--- src/rtl/serial_subtractor.sv ---
`default_nettype none
// serial_subtractor: bit-serial A - B - bin through one full-subtractor cell,
// one bit per clock LSB first, with a start/busy/done handshake.
module serial_subtractor #(
    parameter int WIDTH = 16
) (
    input  logic             Clk,
    input  logic             Reset_n,
    input  logic             start,
    input  logic [WIDTH-1:0] A,
    input  logic [WIDTH-1:0] B,
    input  logic             bin,
    output logic             busy,
    output logic             done,
    output logic [WIDTH-1:0] D,
    output logic             bout,
    output logic             ovf
);

    localparam int             CW       = $clog2(WIDTH);
    localparam logic [CW-1:0]  LAST     = CW'(WIDTH - 1);
    localparam logic [CW-1:0]  PRE_LAST = CW'(WIDTH - 2);

    typedef enum logic [1:0] {
        IDLE = 2'd0,
        RUN  = 2'd1,
        DONE = 2'd2
    } state_t;

    state_t           state;
    logic [WIDTH-1:0] a_sr;
    logic [WIDTH-1:0] b_sr;
    logic [WIDTH-1:0] d_sr;
    logic             br;
    logic             br_msb;
    logic [CW-1:0]    count;

    logic             a_bit;
    logic             b_bit;
    logic             diff;
    logic             br_next;
    logic [WIDTH-1:0] d_next;

    always_comb begin
        a_bit   = a_sr[0];
        b_bit   = b_sr[0];
        diff    = a_bit ^ b_bit ^ br;
        br_next = (~a_bit & b_bit) | (~(a_bit ^ b_bit) & br);
        // New difference bit enters at the MSB; the low bit falls off.
        d_next  = WIDTH'({diff, d_sr} >> 1);
    end

    always_ff @(posedge Clk or negedge Reset_n) begin
        if (!Reset_n) begin
            state  <= IDLE;
            a_sr   <= '0;
            b_sr   <= '0;
            d_sr   <= '0;
            br     <= 1'b0;
            br_msb <= 1'b0;
            count  <= '0;
            busy   <= 1'b0;
            done   <= 1'b0;
            D      <= '0;
            bout   <= 1'b0;
            ovf    <= 1'b0;
        end else begin
            case (state)
                IDLE: begin
                    if (start) begin
                        a_sr   <= A;
                        b_sr   <= B;
                        br     <= bin;
                        br_msb <= 1'b0;
                        count  <= '0;
                        busy   <= 1'b1;
                        state  <= RUN;
                    end
                end
                RUN: begin
                    a_sr  <= a_sr >> 1;
                    b_sr  <= b_sr >> 1;
                    d_sr  <= d_next;
                    br    <= br_next;
                    count <= count + 1'b1;
                    // Borrow into the sign bit; xor with borrow-out flags signed overflow.
                    if (count == PRE_LAST) begin
                        br_msb <= br_next;
                    end
                    if (count == LAST) begin
                        D     <= d_next;
                        bout  <= br_next;
                        ovf   <= br_msb ^ br_next;
                        done  <= 1'b1;
                        state <= DONE;
                    end
                end
                DONE: begin
                    done  <= 1'b0;
                    busy  <= 1'b0;
                    state <= IDLE;
                end
                default: begin
                    state <= IDLE;
                end
            endcase
        end
    end

endmodule
`default_nettype wire

--- config.mk ---
export PLATFORM = sky130hd
export DESIGN_NAME = serial_subtractor
export DESIGN_NICKNAME = d
export VERILOG_FILES = /design/src/rtl/serial_subtractor.sv
export SDC_FILE = /design/constraint.sdc
export NUM_CORES = 1
export LEC_CHECK = 0
export BUFFER_PORTS_ARGS = -buffer_cell sky130_fd_sc_hd__buf_2
export CAP_MARGIN = 30
export CORE_MARGIN = 2
export CORE_UTILIZATION = 46
export CTS_BUF_LIST = sky130_fd_sc_hd__clkbuf_4
export CTS_CLUSTER_SIZE = 28
export DETAILED_ROUTE_END_ITERATION = 16
export HOLD_SLACK_MARGIN = 0.08
export PLACE_DENSITY = 0.66
export RECOVER_POWER = 25
export REMOVE_ABC_BUFFERS = 1
export SKIP_LAST_GASP = 1
export SLEW_MARGIN = 20
export SYNTH_ARGS = -nofsm -noshare
export SYNTH_HDL_FRONTEND = slang
export SYNTH_SLANG_ARGS = --single-unit
--- constraint.sdc ---
create_clock -name Clk -period 4 [get_ports Clk]
set_input_delay 0.2 -clock Clk [delete_from_list [all_inputs] [get_ports Clk]]
set_output_delay 0.2 -clock Clk [all_outputs]
set_load 0.01 [all_outputs]
# Word-level counts from Yosys, hierarchy flattened
# Index checks and enable logic that the tools add are counted.
[word_totals]
in_bits = 36
wordCells = 56
output_inout_bits = 20
regBits = 76
[op_classes]
muxes = 18
n_addsub = 1
n_eq_ne = 7
n_reduce_logical = 10
bitwise = 8
[ops]
columns = ["operator", "count"]
rows = [
  ["case mux 16 bit (2 select lines)", 2],
  ["two-way mux 16 bit", 2],
  ["AND reduction 2 bit", 5],
  ["equality test 4 bit, second input constant", 2],
  ["case mux 1 bit (2 select lines)", 4],
  ["case mux 4 bit (2 select lines)", 1],
  ["inequality test 2 bit, second input constant", 3],
  ["nonzero test 2 bit", 3],
  ["two-way mux 1 bit", 5],
  ["adder 4 x 1 -> 4 bit, second input constant", 1],
  ["two-way mux 2 bit", 2],
  ["two-way mux 4 bit", 1],
  ["case mux 2 bit (2 select lines)", 1],
  ["AND reduction 3 bit", 1],
  ["bitwise XOR 1 bit", 3],
  ["bitwise AND 1 bit", 2],
  ["equality test 2 x 1 -> 1 bit, second input constant", 1],
  ["equality test 2 bit, second input constant", 1],
  ["zero test 2 bit", 1],
  ["inverter 1 bit", 2],
  ["bitwise OR 1 bit", 1],
]

# Depth between registers and ports, before layout
# Gate-level depths: netlist (run 1).
[depth]
word_depth = 6
mapped_depth = 5
depth_no_buf = 4

# Worst setup path after synthesis (run 1)
# OpenSTA, ideal clock, no wires.
[synth_timing]
path_type = "flip-flop to flip-flop"
startpoint = "register state[1]"
endpoint = "register a_sr[10]"
setup_slack_ns = 2.605
stages_incl_launch_ff = 6
setup_ns = 0.121
synth_period_minus_slack_ns = 1.395
arrival_time_ns = 1.274
n_path_buf = 2
t_required_ns = 3.879
path_cell_list = "dfrtp_1 or3b_1 buf_2 buf_2 o22ai_1 nor2_1"
[synth_between]
elab_chain_cells = 3
word_cells_on_any_way = 6
classes_between = "eq/ne (2); mux (1); reduce/logical (3)"
[synth_lines]
columns = ["element", "line_no", "source"]
rows = [
  ["start, declared", "30", "state_t state;"],
  ["start signal, assigned", "55", "state <= IDLE;"],
  ["start signal, assigned", "77", "state <= RUN;"],
  ["start signal, assigned", "95", "state <= DONE;"],
  ["equality test 2 x 1 -> 1 bit or zero test 2 bit (tied branches)", "68", "case (state)"],
  ["nonzero test 2 bit (no source line) or inequality test 2 bit (tied branches)", "n/a", ""],
  ["AND reduction 2 bit (no source line)", "n/a", ""],
  ["end signal, assigned", "81", "a_sr <= a_sr >> 1;"],
  ["end, declared", "31", "logic [WIDTH-1:0] a_sr;"],
]
# Several ways; a longest one is shown, not always the timed one.
# A chain may end at the register's enable or synchronous reset.

==> results of run 1 <==
-- how the worst max path moves through the flow --
stage / to / cells after the start
finish: a_sr[3] / 3
global route: a_sr[4] / 3
CTS: D[8] / 4
detailed placement: D[1] / 4
global placement: D[13] / 4
floorplan: D[0] / 3
-- layout make-up --
| class | instances | share of cell area, % |
|---|---|---|
| clock inverters | 7 | 1.52 |
| multi-input cells | 189 | 28.7 |
| clock buffers | 9 | 1.74 |
| flip-flops and latches | 75 | 48.5 |
| inverters | 7 | 0.679 |
| well taps | 77 | 2.49 |
| repair buffers | 92 | 16.4 |
-- synthesized netlist by cell type (2+ instances only) --
cell | instances | area share (%)
nand3_1 | 3 | 0.48
mux2i_1 | 3 | 0.97
dfrtp_1 | 75 | 60
inv_1 | 7 | 0.85
nand2_1 | 53 | 6.4
o21ai_0 | 3 | 0.48
nand4_1 | 2 | 0.40
buf_2 | 5 | 0.81
xnor2_1 | 2 | 0.56
clkbuf_1 | 9 | 1.1
buf_6 | 2 | 0.73
mux2_4 | 17 | 8.2
a21oi_1 | 2 | 0.32
o22ai_1 | 30 | 6.0
nor2_1 | 60 | 7.3
ha_1 | 2 | 0.81
-- layer usage --
metal | wire (um) | vias to the layer above | track usage [%] | part of all wire [%]
met5 | 0 | - | 0 | 0
met4 | 23 | 0 | 3.75 | 0.38
met2 | 2780 | 55 | 28.6 | 46
met3 | 310 | 3 | 6.35 | 5.2
met1 | 2880 | 1080 | 22.7 | 48
li1 | - | 1133 | - | -
-- power by group through the flow --
stage                     sequential (uW)  combinational (uW)  clock, uW
after global routing                 1350                1090        479
after global placement               1300                 909          0
after detailed placement             1310                 941          0
final                                1300                 952        435
after CTS                            1300                 965        454
after floorplan                      1300                 657          0
-- logic make-up after synthesis --
logic type,count (synthesis)
XOR/XNOR,3
flip-flops,75
multiplexers,20
adder cells (fa/ha/maj),3
AND/OR/NAND/NOR,125
buffers and inverters,24
AO/OA/AOI/OAI,38
-- cell usage in the layout (no fill, tap or decap), types with 2 or more instances in the layout --
master,n
dfrtp_1,75
o22ai_1,30
buf_4,2
mux2_4,17
buf_2,54
clkinv_2,2
clkinv_1,3
inv_1,7
o21ai_0,3
xnor2_1,2
nor2_1,60
nand3_1,3
ha_1,2
dlygate4sd3_1,34
mux2i_1,3
nand2_1,53
nand4_1,2
clkbuf_4,9
a21oi_1,2
-- sequential cells by signal, summed over array words and instances (netlist names) --
signal  flops
D          16
a_sr       16
b_sr       16
bout        1
br          1
br_msb      1
busy        1
count       4
d_sr       15
done        1
ovf         1
state       2
-- per-stage QoR --
stage	setup WS, ps	total power, uW	area, sq um	hold WS [ps]
after floorplan	1780	1960	3010	-95.6
after global placement	2190	2210	3400	392
after detailed placement	2100	2250	3400	393
after CTS	2090	2720	3870	88.1
after global routing	995	2920	3870	122
final	1490	2690	3870	111
-- worst max-delay path, stage by stage --
cell and delay, ps:
dlygate4sd3_1 520, clkbuf_1 1150, clkbuf_2 990
-- timing repair --
item	CTS	global route
hold buffers	34	0
resized for setup	0	0
hold endpoints to repair	108	0
==> impl_metrics.py, run 1 <==
metrics = {
    "timing": {
        "min_period_ps": 2510,
        "tightest_slew_ps": 1600,
        "skew_ps": 10.2,
        "rsz0062_at_grt": "false",
        "min_period_over_period_pct": 62.7,
        "tns_ps": 0,
        "fmaxAchievable_mhz": 399,
        "hold_viol": 0,
        "finalSetupViolations": 0,
        "maxSlewViolCount": 33,
        "relSlewSlack_pct": -6.36,
    },
    "floorplanning": {
        "rows": 29,
        "core-area_sq_um": 6420,
        "io_pins": 56,
        "start_util_pct": 48.3,
        "design.die.area_sq_um": 7420,
        "die_w_um": 86.1,
        "die_y_um": 86.1,
    },
    "global_route": {
        "grt_pass1_vias": 2279,
        "gr-total-overflow": 0,
        "antenna_found_initial": 0,
        "grt_max_degree": 76,
        "grt.total_usage_pct": 17.6,
        "grt_pass1_wl_mm": 10.3,
    },
    "min_path": {
        "whs_path_depth": 3,
        "hold_class": "input port to flop",
        "hold_end": "busy",
        "hold_start": "start",
    },
    "cells_and_area": {
        "drive_above_1_share_pct": 23.7,
        "diodes": 0,
        "final_cells": 456,
        "fin_util_pct": 60.3,
        "n_fill_cell": 550,
        "multiInputGateArea_sq_um": 1110,
        "finalNetCount": 413,
        "seqCellArea_sq_um": 1880,
        "area_delta_synth_final_pct": 24.8,
    },
    "setup_path": {
        "cp-start-kind": "input port",
        "reg2reg_depth": 4,
        "worstReg2RegStart": "state[0]",
        "crit_type": "input port to asynchronous set/reset pin",
        "rr_endpoint": "D[8]",
        "reg2reg_slack_ps": 2090,
        "startpoint": "Reset_n",
        "path_max_fanout": 44,
        "critPathRequiredTime_ps": 4390,
        "worst_setup_path_end_kind": "asynchronous set/reset pin",
        "arrival_ps": 2900,
    },
    "logic_synthesis": {
        "synth_top_family_by_area": "simple AND/OR/NAND/NOR gates",
        "yosys_warnings": 0,
        "synthSimpleGateAreaFrac_pct": 16.7,
        "async_flop_share_pct": 100,
        "synth-compound-area-share_pct": 7.66,
        "synth-seq-area-share_pct": 60.5,
        "synth_ff_type": "dfrtp_1",
        "synth_edf_count": 0,
        "syn_area_sq_um": 3100,
        "synthMuxAreaShare_pct": 9.19,
        "yosys_register_bits": 75,
        "synthCells": 288,
        "synth-xor-area-share_pct": 0.847,
        "avgSynthCellArea_sq_um": 10.8,
        "synthDistinctLibCells": 29,
        "synth_adder_area_share_pct": 1.45,
    },
    "power": {
        "power.leakage_uw": 0.00197,
        "combPwrFrac_pct": 35.4,
        "internal-power_uw": 1720,
        "p_sw_uw": 966,
        "p_clk_share_pct": 16.2,
        "switching_share_pct": 36.0,
        "p_seq_share_pct": 48.4,
        "power_density_nw_per_um2": 694,
        "max-vdd-ir-drop_mv": 0.341,
    },
    "routing": {
        "detail-route-antenna-nets": 0,
        "post-route-drc-count": 0,
        "drt-pass1-iter-count": 4,
        "wl_mm": 6.00,
        "drtIter0Drc": 91,
        "num_vias": 2271,
        "avgViaCountPerCell": 4.98,
        "wl_per_cell_um": 13.2,
    },
    "cts": {
        "post_cts_buffers": 0,
        "cts_buffers": 9,
        "h-tree-depth": 3,
        "clk_pin_slew_ps": 110,
        "clock_path_buffers": 2,
        "clock_latency_ps": 420,
        "cts_sinks": 75,
        "cts_tree": "built",
        "root_buffer": "clkbuf_4",
    },
    "run_status": {
        "violations": "capacitance limit, slew limit",
        "run_status": "finished with violations",
    },
    "place": {
        "io_buffers": 55,
        "gp_congestion": 0.689,
        "dp_cells": 405,
        "place_hpwl_mm": 3.50,
    },
    "flow_run": {
        "drv_cap": 1,
    },
}
No activity file was read; power rests on OpenSTA's default activity.
==> run 2: changes to the inputs <==
- clock period: 4 -> 2.5 ns (I/O delays scaled with it)
==> impl_metrics.py, run 2 (synthesized netlist as in run 1, its figures left out) <==
metrics = {
    "timing": {
        "rsz0062_at_grt": "false",
        "hold_viol": 0,
        "tightest_slew_ps": 1330,
        "relSlewSlack_pct": 11.5,
        "min_period_over_period_pct": 69.9,
        "maxSlewViolCount": 0,
        "fmaxAchievable_mhz": 572,
        "finalSetupViolations": 0,
        "tns_ps": 0,
        "skew_ps": 12.2,
        "min_period_ps": 1750,
    },
    "floorplanning": {
        "die_y_um": 86.1,
        "die_w_um": 86.1,
        "core-area_sq_um": 6420,
        "design.die.area_sq_um": 7420,
        "rows": 29,
        "io_pins": 56,
        "start_util_pct": 48.3,
    },
    "routing": {
        "drt-pass1-iter-count": 4,
        "detail-route-antenna-nets": 0,
        "wl_met2_mm": 2.93,
        "wl_mm": 6.15,
        "met3WireLength_um": 297,
        "post-route-drc-count": 0,
        "num_vias": 2302,
        "wl_per_cell_um": 13.5,
        "top_layer_used": "met4",
        "wl_met1_mm": 2.91,
        "avgViaCountPerCell": 5.04,
        "drtIter0Drc": 103,
    },
    "cells_and_area": {
        "area_delta_synth_final_pct": 25.9,
        "finalNetCount": 415,
        "final_cell_mix": "dfrtp_1, nor2_1, buf_2",
        "n_fill_cell": 540,
        "drive_above_1_share_pct": 23.4,
        "multiInputGateArea_sq_um": 1110,
        "seqCellArea_sq_um": 1880,
        "final_common_cell": "dfrtp_1",
        "top_regs": "D (16), a_sr (16), b_sr (16)",
        "diodes": 0,
    },
    "setup_path": {
        "crit_type": "flop to flop",
        "path_max_fanout": 20,
        "critPathRequiredTime_ps": 2790,
        "cp-start-kind": "flop",
        "arrival_ps": 2040,
        "worst_setup_path_end_kind": "flop",
    },
    "global_route": {
        "grt_pass1_wl_mm": 10.9,
        "grt_max_degree": 76,
        "antenna_found_initial": 0,
        "gr-total-overflow": 0,
        "grt_pass1_vias": 2381,
        "grt.total_usage_pct": 18.6,
    },
    "power": {
        "power_density_nw_per_um2": 1100,
        "power.leakage_uw": 0.00199,
        "max-vdd-ir-drop_mv": 0.603,
        "p_total_uw": 4310,
    },
    "cts": {
        "ctsResizeCount": 0,
        "clk_pin_slew_ps": 100,
        "cts_buffers": 9,
        "root_buffer": "clkbuf_4",
        "clock_latency_ps": 400,
        "h-tree-depth": 3,
        "clock_path_buffers": 2,
        "cts_tree": "built",
        "cts_sinks": 75,
    },
    "place": {
        "gp_congestion": 0.699,
        "place_hpwl_mm": 3.61,
        "io_buffers": 55,
    },
    "run_status": {
        "run_status": "finished clean",
    },
    "min_path": {
        "hold_class": "input port to flop",
    },
    "flow_run": {
        "drv_cap": 0,
    },
}
run 2: changes by cell type in the layout (fill, tap and decap cells not counted):
cell           previous run  this run
clkinvlp_4                1         0
clkinv_2                  2         0
clkbuf_2                  1         0
clkbuf_4                  9        10
clkinv_1                  3         4
buf_4                     2         3
buf_16                    0         1
dlygate4sd3_1            34        35
run 2: final cells by class:
class	count	share of cell area (%)
Clock buffer	10	1.92
Clock inverter	5	1.15
Inverter	7	0.673
Multi-Input combinational cell	189	28.5
Sequential cell	75	48.0
Tap cell	77	2.47
Timing Repair Buffer	94	17.3
run 2: routing by layer:
| layer | vias to the layer above | global-route usage [%] |
|---|---|---|
| li1 | 1136 | - |
| met1 | 1108 | 23.7 |
| met2 | 56 | 31.1 |
| met3 | 2 | 5.97 |
| met4 | 0 | 4.33 |
| met5 | - | 0 |
run 2: path summary, 6_finish.rpt:
check	startpoint	endpoint	depth (start not counted)	slack, ps
min in group asynchronous	Reset_n	D[0]	2	540
max in group asynchronous	Reset_n	count[0]	3	1080
min	A[15]	a_sr[15]	4	470
max	state[0]	D[13]	3	750
max reg2reg	state[0]	D[13]	3	750
min reg2reg	d_sr[1]	d_sr[1]	2	500
run 2: report_power, final:
group | switching, uW | internal, uW
logic | 819 | 737
clock network | 377 | 299
registers | 335 | 1740
total | 1530 | 2780
run 2: repair_timing:
item,in CTS,in global routing
hold buffers,35,0
setup buffers,0,0
setup endpoints to repair,0,0
endpoints found under the hold margin,109,0
run 2: worst max-delay path, cell delays in order, from the launching register on:
cell	delay [ps]
dfrtp_1	460
nor2b_1	280
nand4_4	440
mux2_4	450
run 2: metrics by stage:
| step | cell area [sq um] | utilization [%] | hold WS (ps) | setup slack, ps | cells |
|---|---|---|---|---|---|
| finish | 3910 | 60.8 | 469 | 751 | 457 |
| global route | 3910 | 60.8 | 467 | 644 | 457 |
| CTS | 3880 | 60.5 | 407 | 744 | 456 |
| detailed placement | 3410 | 53.1 | 323 | 755 | 406 |
| global placement | 3410 | 53.1 | 317 | 795 | 406 |
| floorplan | 3010 | - | -171 | 276 | 271 |
==> run 3: changes to the inputs <==
- ABC_AREA: default -> 1
- PLACE_DENSITY: 0.66 -> 0.65
- clock period: 2.5 -> 1.84 ns (I/O delays scaled with it)
==> impl_metrics.py, run 3 <==
metrics = {
    "cells_and_area": {
        "final_cell_mix": "nand2_1, dfrtp_1, buf_2",
        "finalNetCount": 538,
        "fin_util_pct": 60.6,
        "diodes": 0,
        "final_common_cell": "nand2_1",
        "drive_above_1_share_pct": 16.1,
        "final_area_sq_um": 4140,
        "area_delta_synth_final_pct": 26.9,
        "top_regs": "D (16), a_sr (16), b_sr (16)",
        "final_cells": 600,
    },
    "logic_synthesis": {
        "synth_edf_count": 0,
        "synthTopCellsByCount": "nand2_1, dfrtp_1, o21ai_0, inv_1, buf_2",
        "yosys_warnings": 0,
        "synthCells": 409,
        "yosys_register_bits": 75,
        "synth_ff_type": "dfrtp_1",
        "synthDistinctLibCells": 19,
        "syn_area_sq_um": 3260,
        "avgSynthCellArea_sq_um": 7.97,
        "synth_area_leaders": "dfrtp_1, nand2_1, o21ai_0, inv_1, buf_2",
        "synth-seq-area-share_pct": 57.6,
        "synth_area_leader_cell": "dfrtp_1",
        "synth_top_area_share_pct": 57.6,
        "synth_most_common_cell": "nand2_1",
        "async_flop_share_pct": 100,
    },
    "cts": {
        "clk_pin_slew_ps": 130,
        "clock_path_buffers": 2,
        "ctsResizeCount": 0,
        "root_buffer": "clkbuf_4",
        "cts_sinks": 75,
        "h-tree-depth": 3,
        "cts_buffers": 9,
        "post_cts_buffers": 0,
        "cts_tree": "built",
        "clock_latency_ps": 410,
    },
    "min_path": {
        "hold_start": "B[15]",
        "whs_path_depth": 4,
        "hold_class": "input port to flop",
        "hold_end": "b_sr[15]",
    },
    "routing": {
        "wl_mm": 6.79,
        "avgViaCountPerCell": 4.54,
        "num_vias": 2723,
        "wl_per_cell_um": 11.3,
        "detail-route-antenna-nets": 0,
        "drtIter0Drc": 91,
        "drt-pass1-iter-count": 5,
        "post-route-drc-count": 0,
    },
    "timing": {
        "skew_ps": 18.1,
        "hold_viol": 0,
        "relSlewSlack_pct": 20.7,
        "min_period_over_period_pct": 81.4,
        "rsz0062_at_grt": "false",
        "tns_ps": 0,
        "maxSlewViolCount": 0,
        "fmaxAchievable_mhz": 668,
        "min_period_ps": 1500,
        "finalSetupViolations": 0,
        "tightest_slew_ps": 1190,
    },
    "global_route": {
        "grt_max_degree": 53,
        "grt_pass1_vias": 2637,
        "antenna_found_initial": 0,
        "grt_pass1_wl_mm": 11.7,
        "gr-total-overflow": 0,
        "grt.total_usage_pct": 19.1,
    },
    "setup_path": {
        "reg2reg_slack_ps": 340,
        "critPathRequiredTime_ps": 2140,
        "cp_cell_sequence": "inv_1 -> nand2_2 -> inv_4 -> nand2_1 -> buf_4 -> nand2_1 -> o21ai_1",
        "slowest_delay_ps": 400,
        "rr_endpoint": "D[11]",
        "cp-start-kind": "flop",
        "cpMostUsedCell": "nand2_1",
        "worstReg2RegStart": "state[1]",
        "cp_slowest_cell": "dfrtp_1",
        "crit_family": "buffers and inverters",
        "arrival_ps": 1790,
        "path_max_fanout": 29,
        "crit_type": "flop to flop",
        "reg2reg_depth": 7,
        "crit_buf_inv": 3,
        "worst_setup_path_end_kind": "flop",
    },
    "place": {
        "io_buffers": 55,
        "gp_congestion": 0.750,
        "dp_cells": 549,
        "place_hpwl_mm": 4.08,
        "postPlaceCellArea_sq_um": 3630,
    },
    "power": {
        "p_total_uw": 6050,
        "max-vdd-ir-drop_mv": 0.529,
        "power.leakage_uw": 0.00228,
        "power_density_nw_per_um2": 1460,
    },
    "floorplanning": {
        "start_util_pct": 47.7,
        "die_y_um": 88.2,
        "io_pins": 56,
        "rows": 30,
        "core-area_sq_um": 6830,
        "die_w_um": 88.2,
        "design.die.area_sq_um": 7780,
    },
    "flow_run": {
        "drv_cap": 0,
    },
    "run_status": {
        "run_status": "finished clean",
    },
}
## run 3: logic make-up (layout without fill, tap and decap cells)
logic type / Yosys count / count (layout) / synth area share (%)
DFF: 75 / 75 / 57.6
buffers and inverters: 39 / 134 / 5.37
AOI/OAI and AO/OA: 37 / 37 / 5.79
adders and majority gates: 3 / 3 / 1.38
and+or+nand+nor: 254 / 254 / 29.6
xor gates and xnor gates: 1 / 1 / 0.269
## run 3: worst max path at each step
stage               startpoint      end  slack [ps]  cells past startpoint
CTS                   state[1]     bout         320                      7
global route           Reset_n  a_sr[1]         190                      3
detailed placement    state[1]    D[11]         340                      7
floorplan             state[1]     D[0]        -300                      7
finish                state[1]    D[11]         340                      7
global placement      state[1]      ovf         400                      7
## run 3: final cells by class
cell class	instances	area, sq um
clock inverter	7	92.6
clock buffer	9	67.6
multi-input combinational	295	1210
inverter	21	83.8
sequential	75	1880
timing repair buffer	97	689
fill	615	2690
tap	96	120
## run 3: power by group
| part | switching, uW | leakage (uW) | internal (uW) |
|---|---|---|---|
| Combinational | 1380 | 0.00124 | 822 |
| Clock | 580 | 0.0000796 | 546 |
| Sequential | 382 | 0.000959 | 2340 |
## run 3: repair_timing
item | in CTS | in global routing
hold buffers | 35 | 0
hold endpoints to repair | 110 | 0
setup endpoints to repair | 0 | 0
## run 3: metrics by stage
stage                     worst slack, ps  hold slack, ps
after floorplan                      -302            -204
after global placement                399           -4.44
after detailed placement              341           -2.53
after CTS                             323            86.2
after global routing                  187             440
final                                 343             431
## run 3: per-layer routing
metal	wire length [um]	share of wire [%]	track usage, %	up-vias
li1	-	-	-	1425
met1	3310	49	25.8	1230
met2	3140	46	31.4	59
met3	244	3.6	3.20	9
met4	91	1.3	6.61	0
met5	0	0	0	-
## run 3: worst min-delay path, delay by kind of cell
family / cells / cell delay [ps]
AOI/OAI and AO/OA: 1 / 60
buffers and inverters: 2 / 630
and+or+nand+nor: 1 / 40
